===== config.mk =====
export PLATFORM = sky130hd
export DESIGN_NAME = div_unit
export DESIGN_NICKNAME = d
export VERILOG_FILES = /design/src/rtl/div_pkg.sv /design/src/rtl/udiv_core.sv /design/src/rtl/div_unit.sv
export SDC_FILE = /design/constraint.sdc
export NUM_CORES = 1
export LEC_CHECK = 0
export BUFFER_PORTS_ARGS = -buffer_cell sky130_fd_sc_hd__buf_2
export CORE_ASPECT_RATIO = 0.6
export CORE_MARGIN = 3
export CORE_UTILIZATION = 50
export CTS_CLUSTER_SIZE = 20
export DETAILED_ROUTE_END_ITERATION = 10
export GPL_TIMING_DRIVEN = 0
export HOLD_SLACK_MARGIN = 0.02
export MAX_ROUTING_LAYER = met4
export PLACE_DENSITY = 0.81
export SETUP_SLACK_MARGIN = 0.5
export SLEW_MARGIN = 0
export SYNTH_ARGS = -nofsm -noshare
export SYNTH_HDL_FRONTEND = slang
export SYNTH_SLANG_ARGS = --single-unit
export TNS_END_PERCENT = 100

===== constraint.sdc =====
create_clock -name clk -period 3.5 [get_ports clk]
set_input_delay 0.7 -clock clk [delete_from_list [all_inputs] [get_ports clk]]
set_output_delay 0.7 -clock clk [all_outputs]
set_load 0.02 [all_outputs]

===== src/rtl/div_pkg.sv =====
// Shared encodings for the RV32M divide unit: op codes, op decode helpers and FSM states.
package div_pkg;

    localparam logic [1:0] DIV_OP_DIV  = 2'b00;
    localparam logic [1:0] DIV_OP_DIVU = 2'b01;
    localparam logic [1:0] DIV_OP_REM  = 2'b10;
    localparam logic [1:0] DIV_OP_REMU = 2'b11;

    // Bit 0 set means unsigned, bit 1 set means remainder is returned.
    localparam int DIV_OP_UNS_BIT = 0;
    localparam int DIV_OP_REM_BIT = 1;

    typedef enum logic [2:0] {
        DIV_ST_IDLE  = 3'd0,
        DIV_ST_ISSUE = 3'd1,
        DIV_ST_WAIT  = 3'd2,
        DIV_ST_DONE  = 3'd3,
        DIV_ST_DRAIN = 3'd4
    } div_state_t;

    function automatic logic is_signed_op(input logic [1:0] op);
        return ~op[DIV_OP_UNS_BIT];
    endfunction

    function automatic logic is_rem_op(input logic [1:0] op);
        return op[DIV_OP_REM_BIT];
    endfunction

endpackage


===== src/rtl/udiv_core.sv =====
// Unsigned restoring divider: one quotient bit per cycle, rdy pulses with the final result.
module udiv_core #(
    parameter int W = 32
) (
    input  logic         clk,
    input  logic         rst,
    input  logic         vld,
    input  logic [W-1:0] dividend,
    input  logic [W-1:0] divisor,
    output logic         rdy,
    output logic [W-1:0] quotient,
    output logic [W-1:0] remainder
);
    localparam int CW = $clog2(W);

    logic          running;
    logic [CW-1:0] cnt;
    logic [W-1:0]  quo_q;
    logic [W-1:0]  rem_q;
    logic [W-1:0]  div_q;
    logic [W:0]    shifted;
    logic [W:0]    diff;
    logic          fits;

    always_comb begin
        shifted = {rem_q, quo_q[W-1]};
        diff    = shifted - {1'b0, div_q};
        fits    = ~diff[W];
    end

    always_ff @(posedge clk) begin
        if (rst) begin
            running <= 1'b0;
            rdy     <= 1'b0;
            cnt     <= '0;
            quo_q   <= '0;
            rem_q   <= '0;
            div_q   <= '0;
        end else begin
            rdy <= 1'b0;
            if (vld && !running) begin
                running <= 1'b1;
                cnt     <= '0;
                quo_q   <= dividend;
                rem_q   <= '0;
                div_q   <= divisor;
            end else if (running) begin
                rem_q <= fits ? diff[W-1:0] : shifted[W-1:0];
                quo_q <= {quo_q[W-2:0], fits};
                cnt   <= cnt + 1'b1;
                if (cnt == CW'(W - 1)) begin
                    running <= 1'b0;
                    rdy     <= 1'b1;
                end
            end
        end
    end

    assign quotient  = quo_q;
    assign remainder = rem_q;

endmodule


===== src/rtl/div_unit.sv =====
// RV32M DIV/DIVU/REM/REMU wrapper: sign handling, special cases and flush around udiv_core.
module div_unit
    import div_pkg::*;
#(
    parameter int XLEN = 32,
    parameter int RD_W = 5
) (
    input  logic            clk,
    input  logic            rst,
    input  logic            vld_i,
    input  logic [1:0]      op_i,
    input  logic [XLEN-1:0] rs1_i,
    input  logic [XLEN-1:0] rs2_i,
    input  logic [RD_W-1:0] rd_idx_i,
    input  logic            flush_i,
    output logic            busy_o,
    output logic            wb_vld_o,
    output logic [XLEN-1:0] res_o,
    output logic [RD_W-1:0] rd_idx_o
);
    localparam logic [XLEN-1:0] MIN_NEG = {1'b1, {(XLEN-1){1'b0}}};

    div_state_t      state, state_nxt;
    logic            accept;
    logic            op_signed, op_rem, special;
    logic [XLEN-1:0] abs_a, abs_b, special_res;

    logic [1:0]      op_q;
    logic            neg_q, neg_r;
    logic [XLEN-1:0] a_q, b_q;
    logic [RD_W-1:0] rd_q;

    logic            core_vld, core_rdy, capture;
    logic [XLEN-1:0] core_quo, core_rem, core_sel, core_fix;

    always_comb begin
        accept      = vld_i && (state == DIV_ST_IDLE);
        op_signed   = is_signed_op(op_i);
        op_rem      = is_rem_op(op_i);
        abs_a       = (op_signed && rs1_i[XLEN-1]) ? (~rs1_i + 1'b1) : rs1_i;
        abs_b       = (op_signed && rs2_i[XLEN-1]) ? (~rs2_i + 1'b1) : rs2_i;
        special     = 1'b0;
        special_res = '0;
        if (rs2_i == '0) begin
            special     = 1'b1;
            special_res = op_rem ? rs1_i : '1;
        end else if (op_signed && rs1_i == MIN_NEG && rs2_i == '1) begin
            special     = 1'b1;
            special_res = op_rem ? '0 : MIN_NEG;
        end
    end

    always_comb begin
        core_sel = is_rem_op(op_q) ? core_rem : core_quo;
        core_fix = (is_rem_op(op_q) ? neg_r : neg_q) ? (~core_sel + 1'b1) : core_sel;
        core_vld = (state == DIV_ST_ISSUE) && !flush_i;
        capture  = (state == DIV_ST_WAIT) && core_rdy && !flush_i;
        busy_o   = (state != DIV_ST_IDLE);
        wb_vld_o = (state == DIV_ST_DONE);
    end

    always_ff @(posedge clk) begin
        if (rst) state <= DIV_ST_IDLE;
        else     state <= state_nxt;
    end

    // A flush that meets core rdy in WAIT has nothing left to drain, so it returns to IDLE.
    always_comb begin
        state_nxt = state;
        case (state)
            DIV_ST_IDLE:  if (vld_i) state_nxt = special ? DIV_ST_DONE : DIV_ST_ISSUE;
            DIV_ST_ISSUE: state_nxt = flush_i ? DIV_ST_IDLE : DIV_ST_WAIT;
            DIV_ST_WAIT: begin
                if (core_rdy)     state_nxt = flush_i ? DIV_ST_IDLE : DIV_ST_DONE;
                else if (flush_i) state_nxt = DIV_ST_DRAIN;
            end
            DIV_ST_DONE:  state_nxt = DIV_ST_IDLE;
            DIV_ST_DRAIN: if (core_rdy) state_nxt = DIV_ST_IDLE;
            default:      state_nxt = DIV_ST_IDLE;
        endcase
    end

    always_ff @(posedge clk) begin
        if (rst) begin
            op_q     <= '0;
            neg_q    <= 1'b0;
            neg_r    <= 1'b0;
            a_q      <= '0;
            b_q      <= '0;
            rd_q     <= '0;
            res_o    <= '0;
            rd_idx_o <= '0;
        end else begin
            if (accept) begin
                op_q  <= op_i;
                rd_q  <= rd_idx_i;
                neg_q <= op_signed & (rs1_i[XLEN-1] ^ rs2_i[XLEN-1]);
                neg_r <= op_signed & rs1_i[XLEN-1];
                a_q   <= abs_a;
                b_q   <= abs_b;
                if (special) begin
                    res_o    <= special_res;
                    rd_idx_o <= rd_idx_i;
                end
            end
            if (capture) begin
                res_o    <= core_fix;
                rd_idx_o <= rd_q;
            end
        end
    end

    udiv_core #(.W(XLEN)) u_core (
        .clk       (clk),
        .rst       (rst),
        .vld       (core_vld),
        .dividend  (a_q),
        .divisor   (b_q),
        .rdy       (core_rdy),
        .quotient  (core_quo),
        .remainder (core_rem)
    );

endmodule


; After elaboration in Yosys (flattened, before gate mapping)
; Index checks and enable logic that the tools add are counted.
[classes]
eq_ne = 10
muxes = 32
reduce_logical = 21
n_bitwise = 9
addsub = 5
[op_table]
columns = operator, n
row1 = $mux W32, 14
row2 = $add A32 B1 Y32 const B, 3
row3 = $not A32 Y32, 3
row4 = $eq A32 B32 Y1 const B, 2
row5 = $sub A33 B32 Y33, 1
row6 = $logic_not A32 Y1, 1
row7 = $mux W5, 3
row8 = $mux W3, 4
row9 = $pmux W3 S4, 1
row10 = $logic_and A1 B1 Y1, 9
row11 = $mux W1, 7
row12 = $eq A3 B2 Y1 const B, 2
row13 = $mux W2, 3
row14 = $reduce_bool A2 Y1, 3
row15 = $add A5 B1 Y5 const B, 1
row16 = $eq A5 B5 Y1 const B, 1
row17 = $eq A3 B1 Y1 const B, 1
row18 = $eq A3 B3 Y1 const B, 1
row19 = $logic_not A3 Y1, 1
row20 = $ne A3 B2 Y1 const B, 1
row21 = $not A1 Y1, 3
row22 = $reduce_and A3 Y1, 1
row23 = $reduce_bool A3 Y1, 1
row24 = $reduce_or A3 Y1, 1
row25 = other kinds (7), 9
[totals]
ff_bits = 216
elab_cells = 92
out_inout_bits = 39
in_bits = 75

; Depth between registers and ports, before layout
[depth]
depth_word = 8
ltp_mapped = 16
mapped_depth_nobuf = 12

; Hierarchy
; A second synthesis with hierarchy kept.
[unflattened]
hier_cells = 1672
hier_area_um2 = 13161.4
[modules_own_cells]
columns = mod, seq_area_each_um2, n_inst, area_each_um2, cells_each
row1 = div_unit, 2242.2, 1, 7025.5, 892
row2 = udiv_core, 2062.0, 1, 6135.9, 780

; Worst setup path before layout
; No wires, ideal clock.
[synth_timing]
kind = reg-to-reg
from = register op_q[1]
to = register res_o[28]
setup_time_ns = 0.065
required_time_ns = 3.435
stages_incl_launch_ff = 17
n_path_buf = 6
arrival_ns = 3.599
setup_slack_ns = -0.164
period_less_slack_ns = 3.664
path_cell_list = dfxtp_1 buf_2 buf_2 buf_2 buf_1 clkbuf_1 mux2i_1 ha_1 o21ai_0 nor4_1 and2_1 clkbuf_1 a31oi_1 xor2_1 o221ai_1 o21ai_0 nor2_1
[synth_via]
elab_chain_len = 5
word_cells_on_any_way = 6
classes_between = add/sub: 1 / mux: 4 / bitwise: 1
[synth_lines]
columns = item, line
row1 = start: declaration, div_unit.sv:28  ; logic [1:0] op_q;
row2 = start signal: assignment, div_unit.sv:95  ; op_q <= op_i;
row3 = $mux W32, div_unit.sv:54  ; core_sel = is_rem_op(op_q) ? core_rem : core_quo;
row4 = $not A32 Y32, div_unit.sv:55  ; core_fix = (is_rem_op(op_q) ? neg_r : neg_q) ? (~core_sel + 1'b1) : core_sel;
row5 = $add A32 B1 Y32, div_unit.sv:55
row6 = $mux W32 (*), div_unit.sv:55
row7 = $mux W32 (*), div_unit.sv:106  ; if (capture) begin
row8 = end signal: assignment, div_unit.sv:102  ; res_o <= special_res;
row9 = end signal: assignment, div_unit.sv:107  ; res_o <= core_fix;
row10 = end: declaration, div_unit.sv:18  ; output logic [XLEN-1:0] res_o,
; Mark *: on every way between the ends. The rest lies on a longest branch, timed or not.
; A chain may end at the register's enable or synchronous reset.

; Worst setup path after layout
[layout_timing]
from = register u_core.quo_q[31], in the netlist u_core.quotient[31]
to = register u_core.rem_q[12], in the netlist u_core.remainder[12]
[layout_via]
elab_chain_len = 2
[layout_lines]
columns = item, line
row1 = start: declaration, udiv_core.sv:18  ; logic [W-1:0] quo_q;
row2 = start signal: assignment, udiv_core.sv:44  ; quo_q <= dividend;
row3 = start signal: assignment, udiv_core.sv:49  ; quo_q <= {quo_q[W-2:0], fits};
row4 = $sub A33 B32 Y33, udiv_core.sv:27  ; diff = shifted - {1'b0, div_q};
row5 = $mux W32, udiv_core.sv:48  ; rem_q <= fits ? diff[W-1:0] : shifted[W-1:0];
row6 = end signal: assignment, udiv_core.sv:48
row7 = end: declaration, udiv_core.sv:19  ; logic [W-1:0] rem_q;
; No other way between the ends.

==> run summary <==
Final min period - 3.180 ns
VDD IR max - 0.3071 mV
Final Total Pwr - 8.261 mW
number of synthesized flops with an enable pin - 0
clk root buf - clkbuf_16
fin nets - 2000
clk buf depth - 3
area growth from synthesis to layout - 24.06%
hold endpoint - rd_q[0]$_SDFFE_PP0P_
Pins Over Slew Limit - 0
Die Y - 131.2 um
TritonRoute pass-1 iters - 6
crit path max fanout - 4
Critical path buffers and inverters - 4
largest net degree at the start of global routing - 16
Post-Place Setup Slack - -0.7209 ns
commonest register cell after synthesis - dfxtp_1
cell internal pwr - 5.494 mW
Yosys cell types - 71
Achievable Freq - 314.5 MHz
I/O pin count - 114
vias - 13780
GR Layer Usage met2 - 41.73%
top cell type by total area after synthesis - dfxtp_1
cells on worst reg2reg path - 15
average via count per standard cell - 6.115
share of the yosys chip area belonging to registers - 32.93%
Net Switching - 2.767 mW
Area contributors post-synth - dfxtp_1, nor2_1, a21oi_1
total CTS buffers - 21
Post-Route Setup TNS - 0 ns
DRT Wirelength - 46940 um
Gate power share - 35.3%
sequential share of power - 32.4%
Yosys reg bits - 215
Final Core Density - 63.58%
global-route usage over all layers - 32.03%
Yosys top cell area share - 32.93%
I/O Buffers - 112
Initial DRC Count - 1956
CP max stage cell - a2111o_1
H-tree depth - 1
worst hold stages - 3
first-pass GRT wire length - 70570 um
wire length per cell - 20.83 um
leakage - 6.104 nW
fin crit share - 90.85%
Critical Path Start Type - flop
Hold Path Class - in -> reg
Worst R2R End - u_core.remainder[12]$_SDFFE_PP0P_
Post-Synthesis Net Count - 1813
asr flop ratio synth - 0%
start of the worst register-to-register path - u_core.quotient[31]$_SDFFE_PP0P_
Setup-failing EPs final - 0
total gr overflow - 0
Clock Pin Slew Worst Setup and Hold Paths - 0.08 ns
CP delay by family, top - compound AO/OA/AOI/OAI gates
CTS tree - yes
count of max-cap constraint violations - 0
row count - 45
setup ws final - 0.3202 ns
Sequential Area - 4318 um2
CP cell instances - inv_2, ha_4, fa_2, nor2b_4, o2111ai_4, a2111oi_4, nor3_4, a2111o_1, buf_4, nand3_4, buf_4, buf_6, nor2_1, a21oi_1, a21oi_1
detailed placer's ending HPWL - 35230 um
slowest stage delay, CP - 0.45 ns
antenna violations before repair - 0
clock power share - 32.3%
Initial Util - 51.25%
n_diodes - 0
DR DRC count - 0
GRT met1 Usage - 48.14%
Setup Skew - 0.01202 ns
Fillers - 2195
Worst Hold Slack - 0.4226 ns
Critical Path RT - 3.90 ns
met3 GRT Util - 9.914%
die area - 28180 um2
WP data arrival - 3.58 ns
GR peak layer - met1
Avg Inst Size Synth - 7.694 um2
worst slew pin tran - 0.9907 ns
R2R setup slack - 0.32 ns
number of global-route vias before repair - 12480
Multi-input gate area - 8678 um2
RSZ-0062 raised after global routing - yes
DRT antenna net count - 0
placer congestion estimate - 0.9913
Cells after Synth - 1699
power density over the cells - 509.5 nW/um2
core area - 25510 um2
Ys Warns - 0
worst skew pair latency - 0.53 ns
critical path capture point type - flop
width of the die - 214.7 um
clock sink count - 215
final hold vios - 0
mapped cell area - 13070 um2
result of the run - finished, final reports clean
Switching Fraction - 33.50%
layout cells sized above 1 - 18.94%
Worst Hold Launch - rd_idx_i[0]
critical path class - reg -> reg
Max transition margin - 33.95%
-- state kept, by name, indices dropped and copies added, names as in the netlist --
signal and count:
neg_q 1, a_q 32, neg_r 1, rd_idx_o 5, u_core.quotient 32, u_core.cnt 5
op_q 1, b_q 32, res_o 32, rd_q 5, u_core.running 1, u_core.rdy 1
u_core.remainder 32, state 3, u_core.div_q 32
-- worst register-to-register path, cell delays in order (launching register included) --
cell and delay (ns):
dfxtp_2 0.34, inv_2 0.05, ha_4 0.16, fa_2 0.38, nor2b_4 0.18, o2111ai_4 0.16, a2111oi_4 0.40, nor3_4 0.10
a2111o_1 0.45, buf_4 0.16, nand3_4 0.08, buf_4 0.12, buf_6 0.11, nor2_1 0.05, a21oi_1 0.20, a21oi_1 0.11
-- Yosys cell counts, drive strengths merged, types with 22 or more instances --
library cell	number
nor3	48
xnor2	57
nand2	183
a21oi	162
dfxtp	215
a31oi	27
o21ai	75
a311oi	35
mux2i	68
inv	62
clkbuf	93
buf	22
ha	38
nand2b	25
xor2	53
nor2	237
a211oi	76
-- how the worst max path moves through the flow --
stage	from	end	slack [ns]	cells after the start
2_1_floorplan	rs1_i[9]	res_o[11]$_SDFFE_PP0P_	0.39	10
3_3_place_gp	op_q[1]$_SDFFE_PP0P_	res_o[24]$_SDFFE_PP0P_	-0.67	15
3_5_place_dp	op_q[1]$_SDFFE_PP0P_	res_o[22]$_SDFFE_PP0P_	-0.72	15
4_1_cts	u_core.quotient[31]$_SDFFE_PP0P_	u_core.remainder[24]$_SDFFE_PP0P_	0.39	13
5_1_grt	u_core.quotient[31]$_SDFFE_PP0P_	u_core.remainder[24]$_SDFFE_PP0P_	0.24	13
6_report	u_core.quotient[31]$_SDFFE_PP0P_	u_core.remainder[12]$_SDFFE_PP0P_	0.32	15
-- kinds of logic (layout without fill, tap and decap cells) --
kind of cell | Yosys count | in the layout | synth area share [%]
AND/OR/NAND/NOR | 616 | 616 | 21.26
adder cells (fa/ha/maj) | 39 | 39 | 3.791
AO/OA/AOI/OAI | 467 | 467 | 23.42
multiplexers | 74 | 74 | 5.724
buffers and inverters | 178 | 380 | 5.504
flip-flops | 215 | 215 | 32.93
XOR/XNOR | 110 | 110 | 7.371
-- timing repair --
item,4_1_cts,5_1_grt
pin swaps,17,40
gates resized for setup,84,117
gates cloned,1,4
buffers inserted,22,24
endpoints found under the setup margin,71,126
hold buffers,0,0
-- stage by stage --
step,area [um2],instances
after floorplan,13190,1699
after global placement,14190,2163
after detailed placement,14200,2164
after CTS,15520,2225
after global routing,16220,2253
final,16220,2253
-- power groups by stage --
stage	combinational (mW)	clock, mW	sequential, mW
global placement	1.96	0	2.72
finish	2.92	2.67	2.68
global route	3.09	2.75	2.69
floorplan	1.44	0	2.68
detailed placement	1.98	0	2.72
CTS	2.35	2.65	2.67
-- cell type report --
class / instances / share of cell area (%)
clock inverters: 11 / 1.304
flip-flops and latches: 215 / 26.63
clock buffers: 27 / 3.565
well taps: 352 / 2.716
repair buffers: 164 / 6.636
multi-input cells: 1306 / 53.52
plain buffers: 115 / 4.159
inverters: 63 / 1.474
-- metal layers --
layer | up-vias | routed length, um
met5 | - | 0
met2 | 796 | 18420
li1 | 6396 | -
met1 | 6500 | 21280
met4 | 0 | 802
met3 | 84 | 6434
-- cells in the final DEF, fill, tap and decap left out, types with 11 or more instances in the layout --
| cell | count |
|---|---|
| a21o_1 | 11 |
| a311oi_2 | 16 |
| clkbuf_16 | 25 |
| nor2_1 | 236 |
| o21ai_0 | 67 |
| buf_6 | 16 |
| clkbuf_1 | 85 |
| ha_1 | 32 |
| a311oi_1 | 19 |
| dfxtp_1 | 206 |
| nor3_1 | 44 |
| and3_1 | 16 |
| nand2b_1 | 23 |
| xor2_1 | 52 |
| xnor2_1 | 57 |
| nand3_1 | 13 |
| buf_4 | 45 |
| inv_1 | 59 |
| a21oi_1 | 155 |
| a31oi_1 | 24 |
| o31ai_1 | 15 |
| nand4_1 | 12 |
| a211oi_1 | 65 |
| buf_2 | 109 |
| mux2i_1 | 64 |
| nand2_1 | 174 |
(Power assumes the default switching activity.)
